==> src/rtl/shift_rows_stream.sv <==
// Rijndael ShiftRows / InvShiftRows (NB = 4, 6 or 8 columns), selectable per word.
// The permutation is applied on entry and the result is held in a 2-entry ready/valid FIFO.
module shift_rows_stream #(
    parameter int NB = 4,
    localparam int W = 32 * NB
) (
    input  logic         clk,
    input  logic         rst,
    input  logic         in_valid,
    output logic         in_ready,
    input  logic [W-1:0] in_state,
    input  logic         in_inv,
    output logic         out_valid,
    input  logic         out_ready,
    output logic [W-1:0] out_state,
    output logic         out_inv,
    output logic [1:0]   occupancy
);

    if (!((NB == 32'sd4) || (NB == 32'sd6) || (NB == 32'sd8))) begin : g_bad_nb
        $error("shift_rows_stream: NB must be 4, 6 or 8");
    end

    // Row offsets: the 256-bit block uses 0,1,3,4; the narrower blocks use 0,1,2,3.
    function automatic int row_shift(input int r);
        int s;
        case (r)
            32'sd0:  s = 32'sd0;
            32'sd1:  s = 32'sd1;
            32'sd2:  s = (NB == 32'sd8) ? 32'sd3 : 32'sd2;
            32'sd3:  s = (NB == 32'sd8) ? 32'sd4 : 32'sd3;
            default: s = 32'sd0;
        endcase
        return s;
    endfunction

    function automatic logic [W-1:0] permute(input logic [W-1:0] st, input logic inv);
        logic [W-1:0] res;
        int           src_c;
        res = '0;
        for (int c = 0; c < NB; c++) begin
            for (int r = 0; r < 4; r++) begin
                if (inv) begin
                    src_c = (c + NB - row_shift(r)) % NB;
                end else begin
                    src_c = (c + row_shift(r)) % NB;
                end
                res[W-1-8*(4*c+r) -: 8] = st[W-1-8*(4*src_c+r) -: 8];
            end
        end
        return res;
    endfunction

    logic [W-1:0] r_head_state;
    logic         r_head_inv;
    logic [W-1:0] r_tail_state;
    logic         r_tail_inv;
    logic [1:0]   r_count;
    logic         r_in_ready;
    logic         r_out_valid;

    logic [W-1:0] w_perm;
    logic         w_push;
    logic         w_pop;
    logic [1:0]   w_count_nxt;

    // Handshake qualifiers and transformed input word.
    always_comb begin
        w_perm = permute(in_state, in_inv);
        w_push = in_valid && r_in_ready;
        w_pop  = out_ready && r_out_valid;
    end

    // Next occupancy; push and pop together leave it unchanged.
    always_comb begin
        w_count_nxt = r_count;
        if (w_push && !w_pop) begin
            w_count_nxt = r_count + 2'd1;
        end else if (!w_push && w_pop) begin
            w_count_nxt = r_count - 2'd1;
        end else begin
            w_count_nxt = r_count;
        end
    end

    // Occupancy, handshake flags and the output-visible head entry.
    always_ff @(posedge clk) begin
        if (rst) begin
            r_count      <= 2'd0;
            r_in_ready   <= 1'b1;
            r_out_valid  <= 1'b0;
            r_head_state <= '0;
            r_head_inv   <= 1'b0;
        end else begin
            r_count     <= w_count_nxt;
            r_in_ready  <= (w_count_nxt != 2'd2);
            r_out_valid <= (w_count_nxt != 2'd0);
            case (r_count)
                2'd0: begin
                    if (w_push) begin
                        r_head_state <= w_perm;
                        r_head_inv   <= in_inv;
                    end
                end
                2'd1: begin
                    if (w_push && w_pop) begin
                        r_head_state <= w_perm;
                        r_head_inv   <= in_inv;
                    end
                end
                2'd2: begin
                    if (w_pop) begin
                        r_head_state <= r_tail_state;
                        r_head_inv   <= r_tail_inv;
                    end
                end
                default: begin
                    r_head_state <= r_head_state;
                end
            endcase
        end
    end

    // Second entry; never visible on the outputs, so it needs no reset.
    always_ff @(posedge clk) begin
        if ((r_count == 2'd1) && w_push && !w_pop) begin
            r_tail_state <= w_perm;
            r_tail_inv   <= in_inv;
        end
    end

    assign in_ready  = r_in_ready;
    assign out_valid = r_out_valid;
    assign out_state = r_head_state;
    assign out_inv   = r_head_inv;
    assign occupancy = r_count;

endmodule

==> config.mk <==
export PLATFORM = sky130hd
export DESIGN_NAME = shift_rows_stream
export DESIGN_NICKNAME = d
export VERILOG_FILES = /design/src/rtl/shift_rows_stream.sv
export SDC_FILE = /design/constraint.sdc
export NUM_CORES = 1
export LEC_CHECK = 0
export BUFFER_PORTS_ARGS = -buffer_cell sky130_fd_sc_hd__buf_2
export CAP_MARGIN = 20
export CORE_MARGIN = 4
export CORE_UTILIZATION = 42
export DETAILED_ROUTE_END_ITERATION = 16
export PLACE_DENSITY = 0.65
export SKIP_CTS_REPAIR_TIMING = 1
export SLEW_MARGIN = 40
export SYNTH_ARGS = -nofsm -noshare
export SYNTH_HDL_FRONTEND = slang
export SYNTH_SLANG_ARGS = --single-unit
export TNS_END_PERCENT = 100
==> constraint.sdc <==
create_clock -name clk -period 7.7 [get_ports clk]
set_input_delay 0.77 -clock clk [delete_from_list [all_inputs] [get_ports clk]]
set_output_delay 0.77 -clock clk [all_outputs]
set_load 0.01 [all_outputs]
==> impl_metrics.ini <==
[place]
dp.final_hpwl_um = 16100
globalplace.congestion = 0.734
port_buffers = 265

[setup_path]
crit_buf_inv = 2
cp_max_fo = 101
crit_family = compound AO/OA/AOI/OAI gates
worstPathRequired_ns = 8.13
start_kind = register
worstPathArrival_ns = 3.40
endpoint_kind = register
crit_type = register to register
crit_chain = inv_1 -> ha_4 -> o211a_1 -> o21ai_4 -> buf_6 -> nor3_1 -> a31o_2
cpPeakStageDelay_ns = 0.64
crit_path_top_delay_cell = buf_6

[cts]
clockRootBuffer = clkbuf_16
ctsLongestPathBuffers = 3
h-tree-depth = 1
tritoncts = yes
cts_made_buffers = 29
clock_latency_ns = 0.54
path_clk_slew_ns = 0.06
cts.sinks = 262

[power_and_ir_drop]
p_int_mw = 3.49
power_switching_mw = 1.90
vdd_drop_max_uv = 248
sequentialPowerShare_pct = 38.3
p_clk_share_pct = 25.0
power.density_mw_per_mm2 = 399
comb_power_share_pct = 36.7
leakagePower_nw = 5.16
power.share.switching_pct = 35.2

[timing]
fmax_ghz = 0.337
fin_worst_skew_ns = 0.0175
period_minus_slack_ns = 2.97
slew_headroom_pct = 44.6
report.final.hold_viol_count = 0
finalCritPeriodShare_pct = 38.6
report.final.slew_viol_count = 0
fin_setup_tns_ns = 0
tightest_slew_ns = 0.831
setup_viol = 0
rsz0062_at_grt = no

[floorplan]
row_count = 59
start_util_pct = 42.7
die_y_um = 171
die_x_um = 171
io_pins = 266
core_mm2 = 0.0260
die_area_mm2 = 0.0291

[final_layout]
final_cell_mix = buf_2, dfxtp_1, mux2i_1
fin_util_pct = 52.0
drive_above_1_share_pct = 42.7
final_common_cell = buf_2
area.growth.synth_to_final_pct = 21.9
final_nets = 1187

[run_status]
status = completed

[grt]
met3_usage_pct = 5.61
antenna_found_initial = 4
first_global_vias = 7258
use_met2_pct = 24.6
gr-total-overflow = 0
grt_usage_pct = 16.4
grt-busiest-layer = met2
grt_use_met1_pct = 23.4
grt_pass1_wl_um = 39300
grt_max_degree = 102

[yosys]
ys_seq_area_share_pct = 58.9
ys.flop_type = dfxtp_1
async_reset_ff_share_pct = 0
synth_cell_type_count = 31
syn_area_per_cell_um2 = 13.6
syn_nets = 953
synth_top_area_share_pct = 34.9
yosys.area.top_type = edfxtp_1
ys_warn_count = 0
synth_edf_count = 129
syn_inst = 817
synth_area_mm2 = 0.0111
ys_ff_latch = 262
synth.area.top_cells = edfxtp_1, dfxtp_1, mux2i_1

[route]
wl_per_cell_um = 17.9
first_pass_iters = 4
drc_errors = 0
wl_um = 25200
vias_per_cell = 5.21
ant_nets = 0
drtIter0Drc = 440
vias = 7343

[min_path]
holdCritPathClass = primary input to register

[flow_run]
maxCapViolations = 0
-- metal layers --
metal	vias up	wire length, um
met5	-	48
met4	8	452
met3	39	2310
met2	218	10800
met1	3500	11600
li1	3578	-
-- power by group through the flow --
stage | combinational [mW] | sequential [mW] | clock (mW)
floorplan | 1.31 | 2.24 | 0
global placement | 1.96 | 2.09 | 0
detailed placement | 2.01 | 2.09 | 0
CTS | 2.01 | 2.07 | 1.39
global route | 2.18 | 2.11 | 1.44
finish | 1.98 | 2.07 | 1.35
-- flip-flops by register name (all words and copies together), names as in the netlist --
signal        cells
r_tail_inv        1
r_tail_state    128
out_valid         1
out_state       128
in_ready          1
occupancy         2
out_inv           1
-- worst reg2reg max path, cell delays in order (launching register included) --
cell,delay (ns)
dfxtp_1,0.45
inv_1,0.14
ha_4,0.31
o211a_1,0.32
o21ai_4,0.57
buf_6,0.65
nor3_1,0.19
a31o_2,0.24
-- metrics by stage --
step	hold slack [ns]	setup slack, ns	instances	power (mW)	instance area (um2)
5_1_grt	0.403	4.43	1409	5.74	13500
4_1_cts	0.396	4.73	1409	5.47	13500
2_1_floorplan	0.520	0.642	817	3.55	11100
3_5_place_dp	0.457	4.75	1355	4.10	12600
3_3_place_gp	0.453	4.55	1354	4.05	12500
6_report	0.426	4.73	1410	5.39	13500
-- kinds of logic (layout without fill, tap and decap cells) --
family	after synthesis	after routing	share of synthesized area, %
other cells	0	1	0
compound gates	140	140	12.9
fa+ha+maj	3	3	0.338
simple gates	141	141	5.64
mux	194	194	18.2
flops	262	262	58.9
xor+xnor	1	1	0.0790
buf+inv	76	333	3.90
-- final timing paths --
kind | from | to | slack (ns) | depth (start not counted)
worst max-delay path | occupancy[0] | out_state[22] | 4.73 | 7
worst min-delay path | in_state[79] | r_tail_state[15] | 0.43 | 1
worst max register to register | occupancy[0] | out_state[22] | 4.73 | 7
worst min register to register | out_state[52] | out_state[52] | 0.47 | 1
-- area by class of cell --
type                            count  area, um2
Fill cell                        2266      12500
Inverter                            4       15.0
Tap cell                          335        419
Clock inverter                      9       80.1
Sequential cell                   262       6540
Clock buffer                       45        866
Multi-Input combinational cell    479       4160
Timing Repair Buffer              275       1440
Antenna cell                        1       2.50
-- cell usage after synthesis (all sizes together) (2+ instances only) --
library cell / number
edfxtp: 129
mux2i: 130
a31o: 64
clkbuf: 22
dfxtp: 133
nand2: 4
nor3: 66
nor2: 67
inv: 4
nand3: 2
buf: 50
o21ai: 2
mux2: 64
a21oi: 2
ha: 3
a211oi: 66
Power figures use the tool's default switching activity.
